File: config.mk
export PLATFORM = sky130hd
export DESIGN_NAME = exec_sequencer
export DESIGN_NICKNAME = d
export VERILOG_FILES = /design/src/rtl/exec_pkg.sv /design/src/rtl/exec_alu.sv /design/src/rtl/exec_sequencer.sv
export SDC_FILE = /design/constraint.sdc
export NUM_CORES = 1
export LEC_CHECK = 0
export BUFFER_PORTS_ARGS = -buffer_cell sky130_fd_sc_hd__buf_4
export CAP_MARGIN = 0
export CELL_PAD_IN_SITES_DETAIL_PLACEMENT = 2
export CELL_PAD_IN_SITES_GLOBAL_PLACEMENT = 2
export CORE_MARGIN = 2
export CORE_UTILIZATION = 35
export DETAILED_ROUTE_END_ITERATION = 16
export HOLD_SLACK_MARGIN = 0.08
export PLACE_DENSITY_LB_ADDON = 0.12
export SLEW_MARGIN = 20
export SYNTH_ARGS = -nofsm -noshare
export SYNTH_HDL_FRONTEND = slang
export SYNTH_SLANG_ARGS = --single-unit
export TNS_END_PERCENT = 100
File: constraint.sdc
create_clock -name clk -period 6.3 [get_ports clk]
set_input_delay 0.63 -clock clk [delete_from_list [all_inputs] [get_ports clk]]
set_output_delay 0.63 -clock clk [all_outputs]
set_load 0.05 [all_outputs]
File: src/rtl/exec_pkg.sv
// exec_pkg: shared constants and types for the exec_sequencer slice.
//   DATA_W / NUM_REGS / REG_ADDR_W  : datapath width, register count, register address width
//   *_HI / *_LO                     : bit positions of the instruction fields
//   opcode_e                        : the eleven supported opcodes
//   seq_state_e                     : sequencer states IDLE -> READ -> EXEC -> WB
//   isLegalOp()                     : true for any opcode the ALU implements
package exec_pkg;

    localparam int DATA_W     = 16;
    localparam int NUM_REGS   = 8;
    localparam int REG_ADDR_W = 3;

    localparam int OPC_HI = 15;
    localparam int OPC_LO = 12;
    localparam int RD_HI  = 11;
    localparam int RD_LO  = 9;
    localparam int RS1_HI = 8;
    localparam int RS1_LO = 6;
    localparam int RS2_HI = 5;
    localparam int RS2_LO = 3;
    localparam int IMM_HI = 5;
    localparam int IMM_LO = 0;

    typedef enum logic [3:0] {
        OP_ADDI = 4'b0001,
        OP_ADD  = 4'b0011,
        OP_SUB  = 4'b1011,
        OP_AND  = 4'b0101,
        OP_OR   = 4'b1101,
        OP_XOR  = 4'b1111,
        OP_NOT  = 4'b0111,
        OP_SLL  = 4'b0110,
        OP_SRL  = 4'b0100,
        OP_SLLI = 4'b1110,
        OP_SRLI = 4'b1100
    } opcode_e;

    typedef enum logic [1:0] {
        IDLE = 2'd0,
        READ = 2'd1,
        EXEC = 2'd2,
        WB   = 2'd3
    } seq_state_e;

    // LOAD (0010), STORE (1010) and every unlisted encoding are rejected.
    function automatic logic isLegalOp(input logic [3:0] op);
        case (op)
            OP_ADDI, OP_ADD, OP_SUB, OP_AND, OP_OR, OP_XOR,
            OP_NOT, OP_SLL, OP_SRL, OP_SLLI, OP_SRLI: return 1'b1;
            default:                                  return 1'b0;
        endcase
    endfunction

endpackage

File: src/rtl/exec_alu.sv
// exec_alu: purely combinational 16-bit ALU used in the EXEC state.
//   opcode_i : 4-bit opcode from the instruction register
//   opA_i    : first operand (rf[rs1])
//   opB_i    : second operand (rf[rs2]); also the shift amount for SLL/SRL
//   imm_i    : 6-bit immediate, zero-extended; shift amount for SLLI/SRLI
//   result_o : ALU result, modulo 2^16; 0 for unsupported opcodes
module exec_alu
    import exec_pkg::*;
(
    input  logic [3:0]        opcode_i,
    input  logic [DATA_W-1:0] opA_i,
    input  logic [DATA_W-1:0] opB_i,
    input  logic [5:0]        imm_i,
    output logic [DATA_W-1:0] result_o
);

    logic [DATA_W-1:0] immExt;

    // Any set bit at or above bit 4 means the amount is 16 or more, which
    // shifts every data bit out.
    function automatic logic [DATA_W-1:0] shiftLeft(input logic [DATA_W-1:0] v,
                                                    input logic [DATA_W-1:0] amt);
        if (|amt[DATA_W-1:4]) return '0;
        return v << amt[3:0];
    endfunction

    function automatic logic [DATA_W-1:0] shiftRight(input logic [DATA_W-1:0] v,
                                                     input logic [DATA_W-1:0] amt);
        if (|amt[DATA_W-1:4]) return '0;
        return v >> amt[3:0];
    endfunction

    // Opcode decode; carries and borrows fall off the top of the 16-bit result.
    always_comb begin
        immExt   = {{(DATA_W-6){1'b0}}, imm_i};
        result_o = '0;
        case (opcode_i)
            OP_ADDI: result_o = opA_i + immExt;
            OP_ADD:  result_o = opA_i + opB_i;
            OP_SUB:  result_o = opA_i - opB_i;
            OP_AND:  result_o = opA_i & opB_i;
            OP_OR:   result_o = opA_i | opB_i;
            OP_XOR:  result_o = opA_i ^ opB_i;
            OP_NOT:  result_o = ~opA_i;
            OP_SLL:  result_o = shiftLeft(opA_i, opB_i);
            OP_SRL:  result_o = shiftRight(opA_i, opB_i);
            OP_SLLI: result_o = shiftLeft(opA_i, immExt);
            OP_SRLI: result_o = shiftRight(opA_i, immExt);
            default: result_o = '0;
        endcase
    end

endmodule

File: src/rtl/exec_sequencer.sv
// exec_sequencer: multi-cycle instruction sequencer owning the 8 x 16-bit
// register file; each instruction walks IDLE -> READ -> EXEC -> WB.
//   clk, arst          : clock (rising edge), asynchronous active-high reset
//   instr_valid/_ready : instruction handshake; ready only in IDLE with no flush
//   instr              : [15:12] opcode, [11:9] rd, [8:6] rs1, [5:3] rs2, [5:0] imm
//   flush              : aborts an instruction in READ or EXEC, ignored in WB
//   wb_valid/addr/data : registered one-cycle writeback indication (WB state)
//   illegal            : registered one-cycle pulse during READ of a bad opcode
//   dbg_addr/dbg_data  : combinational register file read port
// Optional feature, enabled by defining EXEC_SEQ_PERF_CNT_EN:
//   retired_cnt (32b) counts wb_valid pulses, illegal_cnt (16b) counts illegal pulses.
module exec_sequencer
    import exec_pkg::*;
(
    input  logic                  clk,
    input  logic                  arst,
    input  logic                  instr_valid,
    output logic                  instr_ready,
    input  logic [DATA_W-1:0]     instr,
    input  logic                  flush,
    output logic                  wb_valid,
    output logic [REG_ADDR_W-1:0] wb_addr,
    output logic [DATA_W-1:0]     wb_data,
    output logic                  illegal,
    input  logic [REG_ADDR_W-1:0] dbg_addr,
    output logic [DATA_W-1:0]     dbg_data
`ifdef EXEC_SEQ_PERF_CNT_EN
    ,
    output logic [31:0]           retired_cnt,
    output logic [15:0]           illegal_cnt
`endif
);

    seq_state_e            state_q, state_d;
    logic [DATA_W-1:0]     rf_q [NUM_REGS];
    logic [DATA_W-1:0]     ir_q;
    logic [DATA_W-1:0]     opA_q, opB_q, result_q;
    logic [DATA_W-1:0]     wbData_q;
    logic [REG_ADDR_W-1:0] wbAddr_q;
    logic                  wbValid_q, illegal_q;
    logic [DATA_W-1:0]     aluResult;
    logic                  accept;

    logic [3:0]            irOpcode;
    logic [REG_ADDR_W-1:0] irRd, irRs1, irRs2;

    assign irOpcode = ir_q[OPC_HI:OPC_LO];
    assign irRd     = ir_q[RD_HI:RD_LO];
    assign irRs1    = ir_q[RS1_HI:RS1_LO];
    assign irRs2    = ir_q[RS2_HI:RS2_LO];

    assign instr_ready = (state_q == IDLE) && !flush;
    assign accept      = instr_valid && instr_ready;

    assign wb_valid = wbValid_q;
    assign wb_addr  = wbAddr_q;
    assign wb_data  = wbData_q;
    assign illegal  = illegal_q;
    assign dbg_data = rf_q[dbg_addr];

    exec_alu u_alu (
        .opcode_i (irOpcode),
        .opA_i    (opA_q),
        .opB_i    (opB_q),
        .imm_i    (ir_q[IMM_HI:IMM_LO]),
        .result_o (aluResult)
    );

    // Next-state selection. A bad opcode leaves READ straight for IDLE; a
    // flush aborts READ and EXEC but cannot stop a WB that is already under way.
    always_comb begin
        state_d = state_q;
        case (state_q)
            IDLE: if (accept) state_d = READ;
            READ: state_d = (!isLegalOp(irOpcode) || flush) ? IDLE : EXEC;
            EXEC: state_d = flush ? IDLE : WB;
            WB:   state_d = IDLE;
            default: state_d = IDLE;
        endcase
    end

    // Sequencer registers, register file and registered outputs. The illegal
    // pulse is registered at the accept edge so it is visible during READ.
    // The wb_* outputs are loaded on the EXEC->WB edge so they are visible
    // throughout WB, and the register file commits on the edge leaving WB.
    always_ff @(posedge clk or posedge arst) begin
        if (arst) begin
            state_q   <= IDLE;
            ir_q      <= '0;
            opA_q     <= '0;
            opB_q     <= '0;
            result_q  <= '0;
            wbValid_q <= 1'b0;
            wbAddr_q  <= '0;
            wbData_q  <= '0;
            illegal_q <= 1'b0;
            for (int i = 0; i < NUM_REGS; i++) rf_q[i] <= '0;
        end else begin
            state_q   <= state_d;
            wbValid_q <= 1'b0;
            illegal_q <= 1'b0;
            case (state_q)
                IDLE: begin
                    if (accept) begin
                        ir_q      <= instr;
                        illegal_q <= !isLegalOp(instr[OPC_HI:OPC_LO]);
                    end
                end
                READ: begin
                    opA_q <= rf_q[irRs1];
                    opB_q <= rf_q[irRs2];
                end
                EXEC: begin
                    result_q <= aluResult;
                    if (!flush) begin
                        wbValid_q <= 1'b1;
                        wbAddr_q  <= irRd;
                        wbData_q  <= aluResult;
                    end
                end
                WB: rf_q[wbAddr_q] <= result_q;
                default: ;
            endcase
        end
    end

`ifdef EXEC_SEQ_PERF_CNT_EN
    logic [31:0] retiredCnt_q;
    logic [15:0] illegalCnt_q;

    // Event counters driven from the registered pulses; both wrap naturally.
    always_ff @(posedge clk or posedge arst) begin
        if (arst) begin
            retiredCnt_q <= '0;
            illegalCnt_q <= '0;
        end else begin
            if (wbValid_q) retiredCnt_q <= retiredCnt_q + 32'd1;
            if (illegal_q) illegalCnt_q <= illegalCnt_q + 16'd1;
        end
    end

    assign retired_cnt = retiredCnt_q;
    assign illegal_cnt = illegalCnt_q;
`else
    // Counter feature not built: no extra ports or state.
`endif

endmodule

==> results.tsv, run 1 <==
stage	metric	value	unit
worst_setup_path	crit path capture type	flop	
worst_setup_path	critical path launch point type	flop	
drt	Vias	12458	
worst_setup_path	RR Startpoint	opB_q[1]$_DFFE_PP0P_	
logic_synthesis	count of synthesis-stage warnings from yosys	0	
logic_synthesis	area leader, netlist	dfrtp_1	
drt	routed len/inst	28.9	µm
min_path	Worst Hold Launch	flush	
power_and_ir_drop	pwr/cell area	361	nW/µm²
clocking	hold_buf cts	0	
worst_setup_path	Worst Path Required	6.72	ns
global_routing	antenna violations before repair	1	
worst_setup_path	Worst Path Max Fanout	32	
logic_synthesis	post-synth net total	1504	
logic_synthesis	top_reg_cell synth	dfrtp_1	
cells_and_area	area of the multi-input gates	9930	µm²
floorplan	Rows	78	
placement	Port Buffers	60	
min_path	Hold Path Class	in2reg	
logic_synthesis	asr flop ratio synth	100	%
logic_synthesis	count leader, synth	dfrtp_1	
floorplan	starting density of the core	35.4	%
drt	drt first pass iters	5	
clocking	CTS Sinks	215	
global_routing	largest net degree at the start of global routing	135	
power_and_ir_drop	leakage power	0.00753	µW
floorplan	die area	47500	µm²
floorplan	die width	218	µm
power_and_ir_drop	highest ir drop seen on vdd	0.251	mV
logic_synthesis	Mapped Area	16000	µm²
global_routing	remaining global-route overflow	0	
sta	Final Skew	0.0344	ns
sta	Max Slew Vio Count	0	
logic_synthesis	post-synth cell types	76	
clocking	CTS H-tree lvls	1	
sta	Worst-Margin Slew	1.11	ns
floorplan	die height	218	µm
logic_synthesis	number of synthesized register bits	215	
clocking	clock latency at the later pin of the worst-skew pair	0.56	ns
clocking	total CTS buffers	26	
run_status	status	completed	
sta	Final Hold Fails	0	
logic_synthesis	dominant cells by area after synthesis	dfrtp_1 34%, mux4_2 21%, mux2_2 12%	
placement	detailed placer's ending HPWL	40700	µm
cells_and_area	area grow syn2layout	11.6	%
placement	Routability Congestion	0.829	
sta	Peak Freq	239	MHz
global_routing	vias in the first global route	13632	
logic_synthesis	Syn Area/Cell	11.2	µm²
clocking	Max clock buf depth	3	
clocking	TritonCTS clock tree	built	
clocking	post-CTS sizing	0	
worst_setup_path	worst setup path class	reg2reg	
sta	Slew headroom	26.3	%
cells_and_area	fillers	4711	
drt	# DRC	0	
sta	Final Cycle Share	66.4	%
logic_synthesis	Synth top cells by count	215 x dfrtp_1, 170 x mux2_2, 147 x mux4_2	
sta	Setup TNS Final	0	ns
drt	drt initial violations	747	
worst_setup_path	crit path DAT	4.60	ns
worst_setup_path	CP Launch Point	opB_q[1]$_DFFE_PP0P_	
logic_synthesis	Post-synth EDFFs	0	
logic_synthesis	share of the synthesized area in the top cell type	33.6	%
clocking	Root Driver	clkbuf_16	
cells_and_area	antenna fix cells	0	
logic_synthesis	synthesized instance count	1429	
sta	RSZ-0062 raised after global routing	false	
floorplan	CORE AREA	45300	µm²
cells_and_area	Storage cell area	5390	µm²
cells_and_area	Post-Layout Cell Count	2049	
logic_synthesis	Seq/Total Area, Yosys	33.6	%
sta	final setup fails	0	
sta	Final min period	4.18	ns
drt	Antenna Nets Post-Route	0	
cells_and_area	share of layout cells above drive strength 1	33.3	%
flow_run	max_cap viols	0	
drt	Total Wirelength	59100	µm
floorplan	IO Pins	61	
cells_and_area	Nets	1506	
clocking	Clock transition at path regs	0.06	ns
placement	placed insts	2003	
global_routing	GRT Util Overall	25.4	%
clocking	# Post-CTS Setup Buffers	0	
global_routing	global-route wire length before repair	90300	µm
drt	DR vias/cell	6.08	
## layer usage
layer,wire length (µm),up-vias,global-route usage (%)
met5,0,-,0
met4,1970,0,8.55
met3,1860,91,2.72
met2,28700,237,42.6
li1,-,5407,-
met1,26600,6723,34.2
## critical path: stages, from the launching register on
cell      delay [ns]
dfrtp_1         0.52
buf_4           0.42
inv_1           0.23
ha_1            0.25
or3_1           0.30
a21oi_1         0.15
a21oi_1         0.06
ha_1            0.34
nor2b_1         0.15
o21ai_0         0.33
a21boi_1        0.17
o31a_1          0.38
or3_1           0.36
a31oi_1         0.27
a21oi_1         0.11
## cells by family after synthesis
| group | Yosys count | share of synthesized area, % |
|---|---|---|
| xor gates and xnor gates | 20 | 1.09 |
| buffers and inverters | 180 | 4.63 |
| and+or+nand+nor | 304 | 8.80 |
| AOI/OAI and AO/OA | 289 | 11.5 |
| muxes | 369 | 36.3 |
| DFF | 215 | 33.6 |
| adders and majority gates | 52 | 4.11 |
## worst paths after layout
kind | end | slack (ns) | depth (start not counted)
min in group asynchronous | rf_q[124]$_DFFE_PP0P_ | 0.25 | 3
max in group asynchronous | opB_q[0]$_DFFE_PP0P_ | 4.83 | 4
worst max-delay path | wb_data[10]$_DFFE_PP0P_ | 2.12 | 14
worst max register to register | wb_data[10]$_DFFE_PP0P_ | 2.12 | 14
worst min register to register | wb_addr[1]$_DFFE_PP0P_ | 0.50 | 2
worst min-delay path | state_q[1]$_DFFE_PP0P_ | 0.24 | 2
## flip-flops by register name (all words and copies together) (netlist names)
| name | count |
|---|---|
| wb_data | 16 |
| rf_q | 128 |
| state_q | 2 |
| wb_valid | 1 |
| wb_addr | 3 |
| ir_q | 16 |
| opA_q | 16 |
| result_q | 16 |
| opB_q | 16 |
| illegal | 1 |
## power breakdown
group | internal [µW] | total, µW | leakage (µW) | switching, µW
sequential | 1640 | 2170 | 0.00291 | 532
clock | 861 | 1470 | 0.000407 | 613
combinational | 1110 | 2810 | 0.00421 | 1700
## per-stage QoR
step	instance area, µm²	utilization (%)	hold WS (ns)	power [µW]	setup WS, ns
after floorplan	16000	-	0.446	4010	2.53
after global placement	17000	37.6	0.459	4920	2.21
after detailed placement	17000	37.6	0.495	5000	2.13
after CTS	17900	39.4	0.225	6500	2.13
after global routing	17900	39.4	0.233	6830	1.84
final	17900	39.4	0.240	6450	2.12
## cell type report
| cell class | instances | area share [%] |
|---|---|---|
| clock buffer | 41 | 4.47 |
| sequential | 215 | 30.2 |
| clock inverter | 5 | 0.154 |
| tap | 600 | 4.20 |
| timing repair buffer | 100 | 4.27 |
| inverter | 54 | 1.16 |
| multi-input combinational | 1034 | 55.6 |
## cell usage in the layout, fill, tap and decap left out, types with 46 or more instances in the layout
| master | n |
|---|---|
| mux2i_1 | 48 |
| inv_1 | 46 |
| dfrtp_1 | 210 |
| nor2_1 | 105 |
| mux2_2 | 170 |
| ha_1 | 51 |
| buf_4 | 99 |
| mux4_2 | 147 |
| o21ai_0 | 97 |
| nand2_1 | 103 |
| a21oi_1 | 52 |
(Power assumes the default switching activity.)
==> inputs of run 2 (changes only) <==
clock period = 4.1 ns   (was 6.3 ns; I/O delays follow)
==> run 2 against run 1 <==
Compared with the run above: register-to-register slack got worse by 1.7 ns; combinational power rose by 62%; first-iteration DRC count is 2.8% higher; via count is 0.95% higher; critical path depth is 1 higher; largest cell class unchanged; highest routed layer unchanged.
==> results.tsv, run 2 (synthesized netlist as in run 1, its figures left out) <==
stage	metric	value	unit	change
worst_setup_path	CP Launch Point	opB_q[1]$_DFFE_PP0P_		
worst_setup_path	Worst Path Required	4.48	ns	-2.24 ns
floorplan	die width	218	µm	unchanged
cells_and_area	share of layout cells above drive strength 1	34.8	%	+1.4 points
worst_setup_path	critical path launch point type	flop		
power_and_ir_drop	clock share of power	22.8	%	about the same
global_routing	vias in the first global route	13759		+0.93%
placement	detailed placer's ending HPWL	41800	µm	+2.7%
drt	# DRC	0		unchanged
drt	top layer reached by signal wires	met4		
run_status	status	completed		
clocking	Root Driver	clkbuf_16		
worst_setup_path	Worst Path Max Fanout	6		-81%
drt	DR vias/cell	6.04		-0.65%
sta	Setup TNS Final	0	ns	unchanged
cells_and_area	Nets	1541		+2.3%
drt	drt first pass iters	5		unchanged
sta	Worst-Margin Slew	1.05	ns	-0.0579 ns
global_routing	global-route wire length before repair	91400	µm	+1.3%
worst_setup_path	r2r setup slk	0.46	ns	-1.66 ns
cells_and_area	most frequent cells in the layout	210 x dfrtp_1, 170 x mux2_2, 147 x mux4_2, 131 x buf_4, 105 x nor2_1		
floorplan	die area	47500	µm²	unchanged
global_routing	largest net degree at the start of global routing	125		-7.4%
worst_setup_path	CP cell instances	inv_1 > buf_4 > ha_1 > and3_1 > or3_1 > a21oi_1 > a21oi_1 > ha_1 > o21a_1 > o21a_1 > o41a_1 > a211o_1 > a21o_1 > a211oi_1 > a21oi_1		
worst_setup_path	worst setup path class	reg2reg		
cells_and_area	antenna fix cells	0		unchanged
sta	Final min period	3.64	ns	-0.538 ns
cells_and_area	area grow syn2layout	13.5	%	
worst_setup_path	slowest stage delay, CP	0.41	ns	-0.11 ns
power_and_ir_drop	Logic pwr share	44.8	%	+1.3 points
power_and_ir_drop	highest ir drop seen on vdd	0.364	mV	+45%
drt	drt initial violations	768		+2.8%
cells_and_area	fin area	18200	µm²	+1.7%
cells_and_area	commonest non-fill, non-tap cell in the layout	dfrtp_1		
drt	Antenna Nets Post-Route	0		unchanged
clocking	clock latency at the later pin of the worst-skew pair	0.54	ns	-0.02 ns
sta	Final Cycle Share	88.9	%	+23 points
global_routing	antenna violations before repair	0		-1
power_and_ir_drop	P_int	5740	µW	+59%
worst_setup_path	most used cell, CP	a21oi_1		
sta	final setup fails	0		unchanged
sta	Max Slew Vio Count	0		unchanged
clocking	TritonCTS clock tree	built		
power_and_ir_drop	switch share	43.6	%	-0.46 points
floorplan	IO Pins	61		unchanged
drt	wl on met1	27700	µm	+4.0%
floorplan	starting density of the core	35.4	%	unchanged
drt	WL met2	29200	µm	+1.7%
sta	Final Skew	0.0121	ns	-0.0223 ns
worst_setup_path	crit path DAT	4.03	ns	-0.57 ns
worst_setup_path	CP Buf/Inv Count	2		unchanged
floorplan	Rows	78		unchanged
cells_and_area	fillers	4698		-0.28%
clocking	post-CTS sizing	0		unchanged
global_routing	GRT Util Overall	25.7	%	+0.32 points
clocking	CTS Sinks	215		unchanged
clocking	total CTS buffers	26		unchanged
power_and_ir_drop	pwr/cell area	560	nW/µm²	+55%
clocking	# Post-CTS Setup Buffers	0		unchanged
worst_setup_path	crit path capture type	flop		
worst_setup_path	CP max stage cell	dfrtp_1		
drt	metal3 WL	1820	µm	-2.3%
worst_setup_path	Top Family by Delay on Critical Path	compound AO/OA/AOI/OAI gates		
sta	Slew headroom	30.2	%	+3.9 points
power_and_ir_drop	leakage power	0.00772	µW	+2.5%
placement	Port Buffers	60		unchanged
sta	RSZ-0062 raised after global routing	false		
worst_setup_path	RR Startpoint	opB_q[1]$_DFFE_PP0P_		
placement	Routability Congestion	0.929		+12%
cells_and_area	Largest Register	rf_q		
power_and_ir_drop	Seq pwr share	32.3	%	-1.3 points
clocking	Max clock buf depth	3		unchanged
floorplan	die height	218	µm	unchanged
sta	Final Hold Fails	0		unchanged
drt	Vias	12576		+0.95%
sta	worst setup margin	0.456	ns	-1.66 ns
clocking	CTS H-tree lvls	1		unchanged
min_path	Hold Path Class	in2reg		
placement	pre-CTS WS	0.474	ns	-1.65 ns
placement	Placed Area	17300	µm²	+1.4%
clocking	hold_buf cts	3		+3
global_routing	remaining global-route overflow	0		unchanged
drt	routed len/inst	28.8	µm	-0.22%
power_and_ir_drop	Switch Pwr	4430	µW	+56%
drt	Total Wirelength	60000	µm	+1.4%
cells_and_area	Largest register FFs	128		unchanged
sta	Peak Freq	274	MHz	+15%
floorplan	CORE AREA	45300	µm²	unchanged
flow_run	max_cap viols	0		unchanged
min_path	Worst Hold Launch	instr[2]		
clocking	Clock transition at path regs	0.06	ns	about the same
[run 2: worst paths after layout]
check / end / depth (start not counted)
min in group asynchronous: rf_q[125]$_DFFE_PP0P_ / 3
worst min register to register: ir_q[9]$_DFFE_PP0P_ / 1
worst min-delay path: ir_q[2]$_DFFE_PP0P_ / 3
max in group asynchronous: opB_q[0]$_DFFE_PP0P_ / 4
worst max-delay path: wb_data[11]$_DFFE_PP0P_ / 15
worst max register to register: wb_data[11]$_DFFE_PP0P_ / 15
[run 2: stage by stage]
stage / power, µW / utilization, % / hold WS [ns] / cells
2_1_floorplan: 6160 / - / 0.446 / 1429
5_1_grt: 10800 / 40.1 / 0.0882 / 2082
3_3_place_gp: 7760 / 38.1 / 0.372 / 2035
3_5_place_dp: 7860 / 38.1 / 0.375 / 2035
6_report: 10200 / 40.1 / 0.101 / 2082
4_1_cts: 10200 / 40.1 / 0.0830 / 2082
[run 2: worst register-to-register path, delay by kind of cell (launching register included)]
kind	cells	cell delay (ns)
AOI/OAI and AO/OA	9	1.73
buffers and inverters	2	0.22
DFF	1	0.41
and+or+nand+nor	2	0.56
adders and majority gates	2	0.58
[run 2: cell type report]
cell class	instances	area (µm²)	area share, %
Clock buffer	40	815	4.48
Multi-Input combinational cell	1034	9920	54.6
Clock inverter	4	48.8	0.269
Tap cell	600	751	4.13
Timing Repair Buffer	135	1030	5.69
Sequential cell	215	5390	29.7
Inverter	54	206	1.14
[run 2: power groups by stage]
stage	combinational (µW)	clock (µW)	sequential, µW
after global routing	4920	2480	3360
after CTS	4580	2390	3280
after detailed placement	4560	0	3310
after floorplan	2970	0	3190
final	4560	2320	3290
after global placement	4480	0	3280
[run 2: layer usage]
metal / GRT usage (%) / vias up
met1: 36.2 / 6818
met5: 0 / -
met3: 2.26 / 55
met4: 6.05 / 0
li1: - / 5484
met2: 42.9 / 219
==> inputs of run 3 (changes only) <==
CELL_PAD_IN_SITES_DETAIL_PLACEMENT = not set   (was 2)
CELL_PAD_IN_SITES_GLOBAL_PLACEMENT = not set   (was 2)
==> run 3 against run 2 <==
Compared with the run above: hold slack better by 0.0084 ns; first-iteration DRC count is 28% higher; critical path depth stayed put; global-route usage is 3.0 points lower; critical path type unchanged; critical endpoint is now wb_data[7]$_DFFE_PP0P_; largest cell class unchanged.
==> results.tsv, run 3 (synthesized netlist as in run 1, its figures left out) <==
stage	metric	value	unit	change
run_status	status	completed		
drt	Total Wirelength	53700	µm	-10%
cells_and_area	area grow syn2layout	13.9	%	
placement	Port Buffers	60		unchanged
sta	Final Skew	0.0163	ns	+0.00421 ns
clocking	CTS H-tree lvls	1		unchanged
global_routing	vias in the first global route	12362		-10%
drt	# DRC	0		unchanged
min_path	Hold Path Class	in2reg		
global_routing	largest net degree at the start of global routing	129		+3.2%
global_routing	remaining global-route overflow	0		unchanged
flow_run	max_cap viols	0		unchanged
clocking	TritonCTS clock tree	built		
sta	Setup TNS Final	0	ns	unchanged
clocking	Max clock buf depth	3		unchanged
worst_setup_path	critical path launch point type	flop		
placement	Routability Congestion	0.893		-3.8%
sta	Slew headroom	31.1	%	+0.94 points
clocking	clock latency at the later pin of the worst-skew pair	0.55	ns	about the same
clocking	total CTS buffers	27		+3.8%
worst_setup_path	Worst Path Max Fanout	7		+1
global_routing	antenna violations before repair	1		+1
min_path	Worst Hold Launch	instr[4]		
worst_setup_path	CP Launch Point	opB_q[0]$_DFFE_PP0P_		
cells_and_area	most frequent cells in the layout	208 x dfrtp_1, 170 x mux2_2, 147 x mux4_2, 121 x buf_4, 105 x nor2_1		
clocking	# Post-CTS Setup Buffers	0		unchanged
worst_setup_path	crit path DAT	4.09	ns	+0.06 ns
floorplan	IO Pins	61		unchanged
floorplan	Rows	78		unchanged
sta	RSZ-0062 raised after global routing	false		
sta	final setup fails	0		unchanged
cells_and_area	commonest non-fill, non-tap cell in the layout	dfrtp_1		
sta	Worst-Margin Slew	1.03	ns	-0.0142 ns
power_and_ir_drop	Power Total	10100	µW	-0.88%
floorplan	die area	47500	µm²	unchanged
drt	routed len/inst	25.8	µm	-11%
drt	drt initial violations	981		+28%
global_routing	GRT Util Overall	22.7	%	-3.0 points
drt	Vias	12458		-0.94%
cells_and_area	Largest register FFs	128		unchanged
sta	Peak Freq	271	MHz	-1.3%
cells_and_area	antenna fix cells	0		unchanged
placement	detailed placer's ending HPWL	36500	µm	-13%
worst_setup_path	worst setup path class	reg2reg		
drt	Antenna Nets Post-Route	0		unchanged
power_and_ir_drop	highest ir drop seen on vdd	0.311	mV	-15%
clocking	Root Driver	clkbuf_16		
worst_setup_path	Worst Path Required	4.50	ns	+0.02 ns
power_and_ir_drop	pwr/cell area	553	nW/µm²	-1.2%
drt	drt first pass iters	5		unchanged
cells_and_area	Largest Register	rf_q		
worst_setup_path	RR Startpoint	opB_q[0]$_DFFE_PP0P_		
floorplan	starting density of the core	35.4	%	unchanged
cells_and_area	share of layout cells above drive strength 1	34.4	%	-0.34 points
clocking	CTS Sinks	215		unchanged
sta	Final Hold Fails	0		unchanged
sta	Final min period	3.69	ns	+0.0494 ns
floorplan	die width	218	µm	unchanged
sta	Final Cycle Share	90.1	%	+1.2 points
floorplan	die height	218	µm	unchanged
cells_and_area	Nets	1541		unchanged
drt	DR vias/cell	5.98		-1.1%
worst_setup_path	crit path capture type	flop		
global_routing	global-route wire length before repair	81200	µm	-11%
clocking	Clock transition at path regs	0.06	ns	about the same
floorplan	CORE AREA	45300	µm²	unchanged
sta	Max Slew Vio Count	0		unchanged
power_and_ir_drop	leakage power	0.00773	µW	+0.18%
==> run 3: changes by cell type in the layout (fill, tap and decap cells not counted), sizes merged <==
| cell | previous run | this run |
|---|---|---|
| buf | 132 | 124 |
| dlygate4sd3 | 3 | 10 |
| clkinv | 5 | 10 |
| clkbuf | 40 | 37 |
| bufinv | 1 | 3 |
==> run 3: power breakdown <==
group,total (µW),internal [µW],switching (µW)
registers,3310,2520,797
logic,4360,1790,2560
clock network,2410,1470,947
==> run 3: final timing paths <==
check,to,slack [ns],cells after the start
worst max-delay path,wb_data[7]$_DFFE_PP0P_,0.41,15
worst min-delay path,ir_q[4]$_DFFE_PP0P_,0.11,2
worst max register to register,wb_data[7]$_DFFE_PP0P_,0.41,15
worst min register to register,wb_addr[1]$_DFFE_PP0P_,0.50,2
max in group asynchronous,opB_q[3]$_DFFE_PP0P_,2.64,4
min in group asynchronous,rf_q[108]$_DFFE_PP0P_,0.43,3
==> run 3: metal layers <==
layer / track usage, % / vias to the layer above / share of wire [%]
met4: 7.87 / 2 / 3.5
met2: 36.6 / 427 / 46
met1: 31.3 / 6401 / 44
met3: 3.43 / 109 / 6.4
met5: 0 / - / 0.035
li1: - / 5519 / -
==> run 3: worst max-delay path: stages (launching register included) <==
cell and delay, ns:
dfrtp_2 0.45, inv_2 0.10, ha_1 0.22, and3_1 0.27, or3_1 0.33, a21oi_1 0.13, a21oi_1 0.06, ha_1 0.33
o21a_1 0.19, o21a_1 0.17, o41a_1 0.13, nor2_1 0.23, xnor2_1 0.18, a211oi_1 0.45, buf_4 0.22, a21oi_1 0.07
==> run 3: stage by stage <==
| stage | setup WS, ns | util, % | instance area, µm² | cells | hold WS (ns) |
|---|---|---|---|---|---|
| floorplan | 0.327 | - | 16000 | 1429 | 0.446 |
| global placement | 0.421 | 38.1 | 17200 | 2027 | 0.447 |
| detailed placement | 0.470 | 38.1 | 17200 | 2027 | 0.447 |
| CTS | 0.452 | 40.3 | 18200 | 2085 | 0.0837 |
| global route | 0.217 | 40.3 | 18200 | 2085 | 0.0918 |
| finish | 0.406 | 40.3 | 18200 | 2085 | 0.109 |
==> run 3: final cells by class <==
class	instances	area (µm²)
Sequential cell	215	5390
Clock buffer	37	753
Timing Repair Buffer	134	1070
Inverter	54	206
Fill cell	4400	27100
Tap cell	600	751
Clock inverter	11	138
Multi-Input combinational cell	1034	9920
==> run 3: timing repair <==
action                    in CTS  in global routing
hold endpoints to repair      24                  0
resized for setup              0                  0
hold buffers                  10                  0
